$ cat config.mk
export PLATFORM = sky130hd
export DESIGN_NAME = pulse_modulation
export DESIGN_NICKNAME = d
export VERILOG_FILES = /design/src/rtl/pulse_mod_pkg.sv /design/src/rtl/pulse_mod_dither.sv /design/src/rtl/pulse_modulation.sv
export SDC_FILE = /design/constraint.sdc
export NUM_CORES = 1
export LEC_CHECK = 0
export ABC_AREA = 1
export CORE_MARGIN = 2
export CORE_UTILIZATION = 46
export CTS_CLUSTER_SIZE = 40
export DETAILED_ROUTE_END_ITERATION = 8
export GPL_ROUTABILITY_DRIVEN = 0
export GPL_TIMING_DRIVEN = 0
export PLACE_DENSITY = 0.81
export SETUP_SLACK_MARGIN = 0.4
export SLEW_MARGIN = 20
export SYNTH_ARGS = -nofsm -noshare
export SYNTH_HDL_FRONTEND = slang
export SYNTH_SLANG_ARGS = --single-unit
$ cat constraint.sdc
create_clock -name CLK -period 0.8 [get_ports CLK]
set_input_delay 0.16 -clock CLK [delete_from_list [all_inputs] [get_ports CLK]]
set_output_delay 0.16 -clock CLK [all_outputs]
set_load 0.005 [all_outputs]
$ cat src/rtl/pulse_mod_pkg.sv
// Shared constants for the servo pulse modulator: default timing, frame count,
// ModInfo field layout and the magnitude split helper.
package pulse_mod_pkg;

  localparam int PULSE_W_DEF = 21;
  localparam int NEUTRAL_DEF = 150000;
  localparam int STEP_DEF    = 10000;
  localparam int FRAME_COUNT = 24;

  localparam int MOD_DIR_BIT  = 4;
  localparam int MOD_MAG_MSB  = 3;
  localparam int MOD_MAG_LSB  = 0;

  typedef struct packed {
    logic [2:0] q;
    logic [1:0] r;
  } mag_split_t;

  // Divide-by-3 by threshold comparison; magnitude is only 0..15.
  function automatic mag_split_t split_mag(input logic [3:0] m);
    mag_split_t s;
    logic [3:0] rem;
    if (m >= 4'd15)      s.q = 3'd5;
    else if (m >= 4'd12) s.q = 3'd4;
    else if (m >= 4'd9)  s.q = 3'd3;
    else if (m >= 4'd6)  s.q = 3'd2;
    else if (m >= 4'd3)  s.q = 3'd1;
    else                 s.q = 3'd0;
    rem = m - ({1'b0, s.q} + {s.q, 1'b0});
    s.r = rem[1:0];
    return s;
  endfunction

endpackage

$ cat src/rtl/pulse_mod_dither.sv
// Extra-step generator: spreads the magnitude remainder across the 24-frame
// cycle so the mean pulse resolves thirds of a STEP.
module pulse_mod_dither
  import pulse_mod_pkg::*;
(
  input  logic [4:0] state,
  input  logic [1:0] r,
  output logic       extra
);

  logic [1:0] state_mod3;

  always_comb begin
    state_mod3 = 2'd2;
    case (state)
      5'd0, 5'd3, 5'd6, 5'd9, 5'd12, 5'd15, 5'd18, 5'd21, 5'd24, 5'd27, 5'd30:
        state_mod3 = 2'd0;
      5'd1, 5'd4, 5'd7, 5'd10, 5'd13, 5'd16, 5'd19, 5'd22, 5'd25, 5'd28, 5'd31:
        state_mod3 = 2'd1;
      default:
        state_mod3 = 2'd2;
    endcase
  end

  assign extra = (state < 5'(FRAME_COUNT)) && (state_mod3 < r);

endmodule

$ cat src/rtl/pulse_modulation.sv
// Servo pulse-width command for one motor channel, registered one cycle after
// ModInfo/State. Frame dithering is enabled by defining PULSE_MOD_DITHER_EN.
module pulse_modulation
  import pulse_mod_pkg::*;
#(
  parameter int PULSE_W = PULSE_W_DEF,
  parameter int NEUTRAL = NEUTRAL_DEF,
  parameter int STEP    = STEP_DEF,
  parameter int INVERT  = 0
) (
  input  logic               CLK,
  input  logic               RST,
  input  logic [4:0]         ModInfo,
  input  logic [4:0]         State,
  output logic [PULSE_W-1:0] Pulse
);

`ifdef PULSE_MOD_DITHER_EN
  localparam logic DITHER_EN = 1'b1;
`else
  localparam logic DITHER_EN = 1'b0;
`endif

  mag_split_t         split;
  logic               dir;
  logic               dither_extra;
  logic               extra;
  logic [3:0]         steps;
  logic [PULSE_W-1:0] offset;
  logic [PULSE_W-1:0] pulse_next;

  assign split = split_mag(ModInfo[MOD_MAG_MSB:MOD_MAG_LSB]);
  assign dir   = ModInfo[MOD_DIR_BIT] ^ (INVERT != 0);

  pulse_mod_dither u_dither (
    .state (State),
    .r     (split.r),
    .extra (dither_extra)
  );

  // With dithering compiled out the extra step is tied low and State drops away.
  assign extra = DITHER_EN & dither_extra;

  always_comb begin
    steps      = {1'b0, split.q} + {3'd0, extra};
    offset     = PULSE_W'(steps) * PULSE_W'(STEP);
    pulse_next = dir ? (PULSE_W'(NEUTRAL) + offset) : (PULSE_W'(NEUTRAL) - offset);
  end

  always_ff @(posedge CLK or posedge RST) begin
    if (RST) Pulse <= PULSE_W'(NEUTRAL);
    else     Pulse <= pulse_next;
  end

endmodule

* After elaboration in Yosys (flattened, before gate mapping)
Index checks and enable logic that the tools add are counted.
W data, S select, Z words.
** Cells by class
- Muxes and demuxes :: 6
- Multiply operators :: 1
- Add/subtract/negate cells :: 2
- Magnitude comparators :: 5
** Operator list (number)
- $mux W21 :: 1
- $add A18 B17 Y19 const A :: 1
- $sub A18 B17 Y19 const A :: 1
- $mul A3 B10 Y13 const B :: 1
- $ge A4 B4 Y1 const B :: 3
- $mux W3 :: 2
- $ge A4 B2 Y1 const B :: 1
- $ge A4 B3 Y1 const B :: 1
- $mux W2 :: 2
- $mux W1 :: 1
** Storage, ports and cells
- Flip-flop bits (word level) :: 21
- Input port bits :: 12
- Word-level logic and storage cells :: 15
- Output and inout port bits :: 21

* Depth between registers and ports, before layout
Gate-level depths: netlist (run 1).
- Depth after elaboration :: 9
- Mapped depth :: 18
- Gate-level depth less buffers :: 18

* Worst setup path before layout (run 1)
No wires, ideal clock.
- Kind :: input to register
- Start point :: input port ModInfo[2]
- End point :: register Pulse[12]
- Required time :: 682 ps
- Setup slack :: -1690 ps
- Library setup time :: 118 ps
- Cell stages on the path :: 14
- Path buffers :: 0
- Arrival :: 2371 ps
- Path through :: nand2_4 > inv_4 > nor2_2 > nand2_2 > nand2_4 > inv_1 > fa_1 > ha_1 > inv_1 > fa_1 > a21oi_1 > o21ai_0 > xor2_1 > inv_1
** Between the ends
- Word-level cells in the longest chain between the ends :: 9
- Elaborated cells between the ends (all ways) :: 14
- Classes of those cells :: add/sub: 2; mul: 1; order compare: 5; mux: 6
** RTL lines
- start, declared :: line pulse_modulation.sv:13 : input logic [4:0] ModInfo,
- $ge A4 B2 Y1 :: line pulse_mod_pkg.sv:27 : else if (m >= 4'd3) s.q = 3'd1;
- $mux W1 :: line pulse_mod_pkg.sv:27
- $mux W2 :: line pulse_mod_pkg.sv:26 : else if (m >= 4'd6) s.q = 3'd2;
- $mux W2 :: line pulse_mod_pkg.sv:25 : else if (m >= 4'd9) s.q = 3'd3;
- $mux W3 :: line pulse_mod_pkg.sv:24 : else if (m >= 4'd12) s.q = 3'd4;
- $mux W3 (*) :: line pulse_mod_pkg.sv:23 : if (m >= 4'd15) s.q = 3'd5;
- $mul A3 B10 Y13 (*) :: line pulse_modulation.sv:46 : offset = PULSE_W'(steps) * PULSE_W'(STEP);
- $sub A18 B17 Y19 / $add A18 B17 Y19 (equally long branches) :: line pulse_modulation.sv:47 : pulse_next = dir ? (PULSE_W'(NEUTRAL) + offset) : (PULSE_W'(NEUTRAL) - offset);
- $mux W21 (*) :: line pulse_modulation.sv:47
- net pulse_next[12] :: line pulse_modulation.sv:30 : logic [PULSE_W-1:0] pulse_next;
- end signal, assigned :: line pulse_modulation.sv:51 : if (RST) Pulse <= PULSE_W'(NEUTRAL);
- end signal, assigned :: line pulse_modulation.sv:52 : else Pulse <= pulse_next;
- end, declared :: line pulse_modulation.sv:15 : output logic [PULSE_W-1:0] Pulse
The timed path passes the listed nets; every way through them passes the cells marked *.

* Worst setup path after layout (run 1)
- Start point :: input port ModInfo[1]
- End point :: register Pulse[14]
Same word-level chain as after synthesis.

==> results of run 1 <==
-- metal layers --
layer  up-vias  global-route usage, %  routed length, microns
met5         -                      0                       0
met4         0                   18.8                      48
met3         8                   1.69                     181
met2        53                   35.0                    1600
met1       490                   22.2                    1200
li1        490                      -                       -
-- power groups by stage --
stage                     logic (W)  clock network [W]  registers [W]
after global routing        0.00175           0.000461        0.00101
after floorplan            0.000666                  0        0.00103
after global placement      0.00114                  0       0.000998
after detailed placement    0.00117                  0        0.00100
final                       0.00164           0.000413       0.000999
after CTS                   0.00138           0.000403       0.000982
-- layout make-up --
cell class	count	area [sq um]	share of cell area [%]
well taps	28	35.0	2.01
inverters	20	88.8	5.10
repair buffers	48	403	23.1
repair inverters	1	5.00	0.288
clock buffers	4	26.3	1.51
plain buffers	7	50.0	2.88
flip-flops and latches	15	385	22.1
multi-input cells	90	747	42.9
-- Yosys cell counts, drive strengths merged --
cell,instances
nand2,34
inv,20
ha,12
nor2,12
dfstp,8
o21ai,8
buf,7
dfrtp,7
a21oi,5
nand3,4
xor2,4
fa,3
conb,1
mux2i,1
or2,1
-- kinds of logic after synthesis --
logic type      count (synthesis)  share of synthesized area (%)
other cells                     1                          0.341
simple gates                   51                           21.8
mux                             1                          0.911
compound gates                 13                           6.61
fa+ha+maj                      15                           19.1
flops                          15                           35.1
xor+xnor                        4                           4.56
buf+inv                        27                           11.6
-- worst max-delay path: stages --
cell,delay (ns)
sky130_fd_sc_hd__buf_8,0.11
sky130_fd_sc_hd__buf_6,0.11
sky130_fd_sc_hd__a21oi_4,0.17
sky130_fd_sc_hd__nand2_2,0.10
sky130_fd_sc_hd__nand2_4,0.09
sky130_fd_sc_hd__nand2_4,0.07
sky130_fd_sc_hd__buf_4,0.14
sky130_fd_sc_hd__buf_6,0.12
sky130_fd_sc_hd__fa_1,0.39
sky130_fd_sc_hd__fa_2,0.39
sky130_fd_sc_hd__xor2_2,0.29
sky130_fd_sc_hd__nor2_1,0.09
sky130_fd_sc_hd__nand2_1,0.09
sky130_fd_sc_hd__nand2_1,0.07
sky130_fd_sc_hd__nand2_1,0.07
sky130_fd_sc_hd__nand2_1,0.06
sky130_fd_sc_hd__nand2_1,0.07
sky130_fd_sc_hd__inv_1,0.05
-- path summary, 6_finish.rpt --
| path | start | end | slack (ns) | cells after the start |
|---|---|---|---|---|
| max | ModInfo[1] | Pulse[14] | -1.63 | 18 |
| min | RST | Pulse[12] | 0.01 | 2 |
| max in group asynchronous | RST | Pulse[15] | 0.59 | 2 |
| min in group CLK | ModInfo[0] | Pulse[4] | 0.24 | 4 |
-- repair_timing --
| item | 4_1_cts | 5_1_grt |
|---|---|---|
| buffers inserted | 18 | 9 |
| cloned | 1 | 0 |
| hold buffers | 0 | 0 |
| setup endpoints to repair | 45 | 30 |
| resized for setup | 115 | 15 |
| pin swaps | 19 | 15 |
-- metrics by stage --
step	power, W	hold slack, ns
after floorplan	0.00170	0.0558
after CTS	0.00276	0.0179
final	0.00305	0.0109
after global routing	0.00322	0.0244
after global placement	0.00214	0.505
after detailed placement	0.00217	0.507
-- placed cells by master (no fill, tap or decap), drive strengths merged --
cell	instances
buf	53
nand2	34
inv	19
nor2	12
ha	12
dfstp	8
o21ai	8
dfrtp	7
conb	6
a21oi	5
nand3	4
clkbuf	4
xor2	4
fa	3
dlygate4sd2	2
clkinvlp	2
mux2i	1
or2	1
==> impl_metrics.toml, run 1 <==
[outcome]
status = "finished, violations left"
violated_checks = "setup timing"

[floorplanning]
die_y_microns = 52.9
die_area_sq_mm = 0.00280
coreArea_sq_mm = 0.00223
start_util_pct = 49.2
die_x_microns = 52.9
boundaryPins = 33
rows = 17

[layout]
stdcell_count = 213
regMostFlops = "Pulse"
reg.largest.list = "Pulse x15"
final_nets = 213
fin_area_sq_mm = 0.00174
fillers = 127
largest_reg_flops = 15
final_core_density_pct = 77.9
num_antenna_cells = 0
drive_above_1_share_pct = 56.2
area_growth_syn_to_layout_pct = 58.4

[sta]
max_freq_mhz = 412
setup_ws_ns = -1.63
final.min_clock_period_ns = 2.43
rsz0062_at_grt = "yes"
timing.final.setup_violations = 30
slew_limit_fails = 0
timing.setup.tns_ns = -14.59
post-route-period-util_pct = 304
timing.final.hold_violations = 0

[flow_run]
max_cap_viols = 0

[power_and_ir_drop]
power.switching_w = 0.00108
power.share.clock_pct = 13.5
cellInternalPower_w = 0.00197
sw_frac_of_total_pct = 35.4
p_seq_share_pct = 32.8
peakVddDrop_mv = 1.37
static-leakage-power_nw = 0.875
cellPowerDensity_mw_per_mm2 = 1750
combPwrFrac_pct = 53.7

[setup_path]
cp_max_fo = 4
crit_path_start_kind = "input port"
critPathCaptureType = "register"
cp_data_arrival_time_ns = 2.65
critPathRequiredTime_ns = 1.02
critical_path_class = "in -> reg"

[detailed_routing]
detailroute.via_count = 1041
drc_errors = 0
drt_first_pass_iters = 4
antenna_violating_nets_left = 0
wl_cell_microns = 14.2
viasPerCell = 4.89
drt_iter0_drc = 19
finalWirelength_microns = 3030

[placed_design]
dp_cells = 181
placement.setup.worst_slack_ns = -2.48
postPlaceCellArea_sq_mm = 0.00141
placement.io_buffers = 21
place.detailed.hpwl_microns = 1510

[global_route]
grt_antenna_before_repair = 0
grt_pass1_wl_microns = 4040
grt_overflow_total = 0
grt_start_max_net_pins = 11
total_routing_usage_reported_by_global_routing_pct = 20.5
grt_pass1_vias = 955

[synth]
synthesis.area_sq_mm = 0.00110
seq_area_frac_synth_pct = 35.1
yosysWarnings = 0
netlist.area_leader.share_pct = 19.1
syn-mean-instance-area_sq_um = 8.65
post_synth_inst_count = 127
yosys.area.top_type = "sky130_fd_sc_hd__dfstp_2"
synth.lib_cells_used.distinct = 24
ys_seq_elements = 15
netlist_top_cells_area = "sky130_fd_sc_hd__dfstp_2, sky130_fd_sc_hd__dfrtp_1, sky130_fd_sc_hd__ha_1"

[clocking]
cts-root-buf = "sky130_fd_sc_hd__clkbuf_4"
number_of_levels_the_h_tree_was_split_into = 1
cts_inserted_buffers = 3
cts.reportedPaths.clkPinSlew_ns = 0.08
cts.path.max_buffers = 2
tritoncts = "done"
clock-sinks = 15

[worst_hold_path]
worst_hold_path_type = "in -> async"
Power figures use the tool's default switching activity.
==> run 2, diff against run 1 <==
--- a/config.mk
+++ b/config.mk
@@ -7,12 +7,12 @@
 export LEC_CHECK = 0
 export ABC_AREA = 1
 export CORE_MARGIN = 2
-export CORE_UTILIZATION = 46
+export CORE_UTILIZATION = 40
 export CTS_CLUSTER_SIZE = 40
 export DETAILED_ROUTE_END_ITERATION = 8
 export GPL_ROUTABILITY_DRIVEN = 0
 export GPL_TIMING_DRIVEN = 0
-export PLACE_DENSITY = 0.81
+export PLACE_DENSITY = 0.73
 export SETUP_SLACK_MARGIN = 0.4
 export SLEW_MARGIN = 20
 export SYNTH_ARGS = -nofsm -noshare
==> run 2 against run 1 <==
Against the previous run:
- the flow still finishes with violations (setup timing)
- combinational power shrank 7%
- core utilization decreased by 12 points
- power shrank 3.6%
- critical path depth is the same
- setup slack better by 0.022 ns
- sequential share of layout area decreased by 0.36 points
- hold slack better by 0.15 ns
- cell count rose by 4.7%
- wire length grew 12%
==> impl_metrics.toml, run 2 (same netlist as run 1, synthesis figures left out) <==
[detailed_routing]
drt_iter0_drc = 39
viasPerCell = 4.91
finalWirelength_microns = 3390
detailroute.via_count = 1095
drc_errors = 0
drt_first_pass_iters = 4
antenna_violating_nets_left = 0
wl_cell_microns = 15.2

[power_and_ir_drop]
cellPowerDensity_mw_per_mm2 = 1660
power.share.clock_pct = 14.5
p_seq_share_pct = 33.8
peakVddDrop_mv = 1.47
power.switching_w = 0.00106
combPwrFrac_pct = 51.7
static-leakage-power_nw = 0.914
cellInternalPower_w = 0.00188
power_after_layout_w = 0.00294
sw_frac_of_total_pct = 36.1

[layout]
reg.largest.list = "Pulse x15"
final_nets = 220
area_growth_syn_to_layout_pct = 61.0
regMostFlops = "Pulse"
fin_area_sq_mm = 0.00177
final_core_density_pct = 65.9
drive_above_1_share_pct = 58.9
mostFrequentLayoutCells = "sky130_fd_sc_hd__buf_4, sky130_fd_sc_hd__nand2_1, sky130_fd_sc_hd__buf_2, sky130_fd_sc_hd__inv_1"
num_antenna_cells = 0
largest_reg_flops = 15
layout.cells.most_common = "sky130_fd_sc_hd__buf_4"

[sta]
setup_ws_ns = -1.61
slew_limit_fails = 0
timing.final.hold_violations = 0
final.min_clock_period_ns = 2.41
post-route-period-util_pct = 301
fin_hold_ws_ns = 0.158
max_freq_mhz = 415
timing.final.setup_violations = 29
rsz0062_at_grt = "yes"

[outcome]
violated_checks = "setup timing"
status = "finished, violations left"

[flow_run]
max_cap_viols = 0

[setup_path]
critPathCaptureType = "register"
cp_data_arrival_time_ns = 2.64
cp_max_fo = 5
crit_path_start_kind = "input port"
critPathRequiredTime_ns = 1.03
critical_path_class = "in -> reg"

[placed_design]
place.detailed.hpwl_microns = 1650
placement.io_buffers = 21
postPlaceCellArea_sq_mm = 0.00141

[global_route]
grt_pass1_vias = 995
grt_overflow_total = 0
grt_pass1_wl_microns = 4660
total_routing_usage_reported_by_global_routing_pct = 18.7
grt_start_max_net_pins = 11
grt_antenna_before_repair = 0

[clocking]
cts.path.max_buffers = 2
cts_inserted_buffers = 3
clock-sinks = 15
hold_fix_buffers_at_cts = 0
tritoncts = "done"
number_of_levels_the_h_tree_was_split_into = 1
cts-root-buf = "sky130_fd_sc_hd__clkbuf_4"
cts.reportedPaths.clkPinSlew_ns = 0.08

[floorplanning]
die_area_sq_mm = 0.00318
die_y_microns = 56.4
start_util_pct = 40.9
rows = 19
die_x_microns = 56.4
boundaryPins = 33
coreArea_sq_mm = 0.00269

[worst_hold_path]
worst_hold_path_type = "in -> async"
==> run 2: worst max-delay path, cell delays in order <==
cell and delay, ns:
sky130_fd_sc_hd__buf_8 0.11, sky130_fd_sc_hd__a21oi_4 0.18, sky130_fd_sc_hd__nand2_2 0.11, sky130_fd_sc_hd__nand2_4 0.10, sky130_fd_sc_hd__nand2_4 0.07, sky130_fd_sc_hd__inv_4 0.06, sky130_fd_sc_hd__fa_1 0.41, sky130_fd_sc_hd__ha_2 0.20
sky130_fd_sc_hd__inv_2 0.06, sky130_fd_sc_hd__fa_2 0.50, sky130_fd_sc_hd__a21oi_2 0.19, sky130_fd_sc_hd__nor2_1 0.06, sky130_fd_sc_hd__nand2_1 0.10, sky130_fd_sc_hd__nand2_2 0.08, sky130_fd_sc_hd__nand2_2 0.07, sky130_fd_sc_hd__nand2_1 0.06
sky130_fd_sc_hd__nand2_1 0.07, sky130_fd_sc_hd__inv_1 0.04
==> run 2: layer usage <==
layer  vias up  global-route usage (%)  part of all wire [%]
met5         -                       0                     0
li1        504                       -                     -
met4         0                    5.78                   4.4
met2        60                    35.6                    52
met3        19                    2.07                   7.4
met1       512                    21.6                    36
==> run 2: timing repair <==
action | in CTS | in global routing
resized for setup | 103 | 15
endpoints found under the setup margin | 45 | 30
pin swaps | 17 | 17
cloned | 1 | 0
setup buffers | 24 | 10
==> run 2: area by class of cell <==
cell class,instances,area (sq um)
fillers,179,917
multi-input cells,90,723
repair buffers,56,459
flip-flops and latches,15,385
inverters,20,86.3
plain buffers,7,50.0
well taps,31,38.8
clock buffers,4,26.3
==> run 2: power by group through the flow <==
| stage | registers, W | clock network, W | logic [W] |
|---|---|---|---|
| final | 0.000993 | 0.000427 | 0.00152 |
| after floorplan | 0.00103 | 0 | 0.000666 |
| after global routing | 0.00101 | 0.000475 | 0.00164 |
| after CTS | 0.000987 | 0.000413 | 0.00125 |
| after global placement | 0.000999 | 0 | 0.00115 |
| after detailed placement | 0.00101 | 0 | 0.00118 |
==> run 2: final timing paths <==
path | from | endpoint | slack [ns] | cells past startpoint
hold / removal | RST | Pulse[12] | 0.16 | 3
max in group asynchronous | RST | Pulse[9] | 0.54 | 3
min in group CLK | ModInfo[0] | Pulse[4] | 0.23 | 4
setup / recovery | ModInfo[1] | Pulse[14] | -1.61 | 18
==> run 2: stage by stage <==
step / instances / setup WS [ns] / setup TNS (ns)
finish: 223 / -1.61 / -17.37
global route: 223 / -1.71 / -18.41
CTS: 213 / -1.51 / -15.50
detailed placement: 184 / -2.46 / -28.36
global placement: 184 / -2.40 / -27.24
floorplan: 132 / -1.56 / -10.50
==> run 3, diff against run 2 <==
--- a/config.mk
+++ b/config.mk
@@ -8,6 +8,7 @@
 export ABC_AREA = 1
 export CORE_MARGIN = 2
 export CORE_UTILIZATION = 40
+export CTS_CLUSTER_DIAMETER = 200
 export CTS_CLUSTER_SIZE = 40
 export DETAILED_ROUTE_END_ITERATION = 8
 export GPL_ROUTABILITY_DRIVEN = 0
==> constraint.sdc (replaced) <==
create_clock -name CLK -period 0.8 [get_ports CLK]
set_input_delay 0.16 -clock CLK [delete_from_list [all_inputs] [get_ports CLK]]
set_output_delay 0.16 -clock CLK [all_outputs]
set_load 0.1 [all_outputs]
==> run 3 against run 2 <==
Against the previous run:
- clock-buffer cell count unchanged
- via count fell by 3.5%
- the run ends with hold timing, setup timing left
- highest routed layer unchanged
- first-iteration DRC count rose by 51%
==> impl_metrics.toml, run 3 (same netlist as run 1, synthesis figures left out) <==
[floorplanning]
die_area_sq_mm = 0.00318
die_y_microns = 56.4
start_util_pct = 40.9
rows = 19
die_x_microns = 56.4
coreArea_sq_mm = 0.00269
boundaryPins = 33

[layout]
fillers = 147
fin_area_sq_mm = 0.00202
mostFrequentLayoutCells = "sky130_fd_sc_hd__buf_4, sky130_fd_sc_hd__nand2_1, sky130_fd_sc_hd__buf_12, sky130_fd_sc_hd__buf_6, sky130_fd_sc_hd__inv_1"
drive_above_1_share_pct = 61.7
area_growth_syn_to_layout_pct = 84.3
largest_reg_flops = 15
num_antenna_cells = 0
reg.largest.list = "Pulse x15"
regMostFlops = "Pulse"
final_nets = 216
layout.cells.most_common = "sky130_fd_sc_hd__buf_4"
stdcell_count = 219

[detailed_routing]
drt_iter0_drc = 59
antenna_violating_nets_left = 0
drt_first_pass_iters = 5
finalWirelength_microns = 3140
viasPerCell = 4.83
wl_cell_microns = 14.3
detailroute.via_count = 1057
drc_errors = 0

[setup_path]
path_delay_family = "adder cells"
cpMostUsedCell = "sky130_fd_sc_hd__nor2_4"
critical_path_class = "in -> reg"
crit_slowest_cell = "sky130_fd_sc_hd__fa_2"
cpPeakStageDelay_ns = 0.59
cp_max_fo = 5
timing.critical_path.cells = "buf_8 > nor2_4 > nor2_4 > nor2_4 > nand2_4 > nand2_4 > inv_4 > fa_1 > ha_4 > inv_2 > fa_2 > o21ai_0 > o21ai_1 > xor2_1 > inv_1"
critPathCaptureType = "register"
cp_data_arrival_time_ns = 2.55
crit_path_start_kind = "input port"
critPathRequiredTime_ns = 0.97
critical_path_buf_inv_count = 4

[outcome]
status = "finished, violations left"
violated_checks = "hold timing, setup timing"

[global_route]
grt_overflow_total = 0
grt_pass1_wl_microns = 5040
grt_pass1_vias = 1095
total_routing_usage_reported_by_global_routing_pct = 20.7
grt_start_max_net_pins = 11
grt_antenna_before_repair = 0

[power_and_ir_drop]
power_after_layout_w = 0.00499
cellPowerDensity_mw_per_mm2 = 2460
static-leakage-power_nw = 0.959
peakVddDrop_mv = 3.18

[placed_design]
dp_cells = 184
placement.io_buffers = 21
postPlaceCellArea_sq_mm = 0.00147
place.detailed.hpwl_microns = 1710

[clocking]
cts.path.max_buffers = 2
cts_inserted_buffers = 3
cts-root-buf = "sky130_fd_sc_hd__clkbuf_4"
hold_fix_buffers_at_cts = 0
number_of_levels_the_h_tree_was_split_into = 1
clock-sinks = 15
cts.reportedPaths.clkPinSlew_ns = 0.08
tritoncts = "done"

[sta]
slew_limit_fails = 0
fin_hold_ws_ns = -0.00613
rsz0062_at_grt = "yes"
timing.final.setup_violations = 29
setup_ws_ns = -1.58
final.min_clock_period_ns = 2.38
max_freq_mhz = 420
post-route-period-util_pct = 297
timing.setup.tns_ns = -17.79
timing.final.hold_violations = 3

[worst_hold_path]
worst_hold_path_type = "in -> async"

[flow_run]
max_cap_viols = 0
==> run 3: layer usage <==
layer  up-vias  GRT usage [%]  wire [microns]
met5         -              0               0
met4         0           9.18              98
met3        14           2.07             171
met2        55           39.7            1720
met1       496           22.8            1140
li1        492              -               -
==> run 3: where the power goes <==
group	internal [W]	switching (W)	total [W]
clock network	0.000193	0.000217	0.000410
registers	0.00106	0.000129	0.00119
logic	0.00132	0.00208	0.00339
total	0.00257	0.00242	0.00499
==> run 3: metrics by stage <==
step | utilization [%] | setup WS [ns]
6_report | 75.4 | -1.58
5_1_grt | 75.4 | -1.66
4_1_cts | 72.0 | -1.51
3_5_place_dp | 54.5 | -2.51
3_3_place_gp | 54.5 | -2.39
2_1_floorplan | - | -1.56
==> run 3: cell type report <==
type / instances / area (sq um) / area share, %
multi-input combinational: 90 / 738 / 36.5
timing repair buffer: 51 / 633 / 31.3
sequential: 15 / 442 / 21.8
inverter: 20 / 88.8 / 4.39
buffer: 7 / 50.0 / 2.47
tap: 31 / 38.8 / 1.92
clock buffer: 4 / 26.3 / 1.30
timing repair inverter: 1 / 7.51 / 0.371
==> run 3: path summary, 6_finish.rpt <==
kind                             from        end  slack [ns]  cells after the start
setup / recovery           ModInfo[1]  Pulse[12]       -1.58                     15
hold / removal                    RST  Pulse[12]      -0.006                      2
max in group asynchronous         RST  Pulse[17]        0.56                      2
min in group CLK           ModInfo[0]   Pulse[4]        0.23                      4
==> run 3: repair_timing <==
item / 4_1_cts / 5_1_grt
endpoints found under the setup margin: 45 / 30
endpoints found under the hold margin: 0 / 3
setup buffers: 23 / 7
pin swaps: 19 / 8
cloned: 1 / 0
resized for setup: 194 / 11
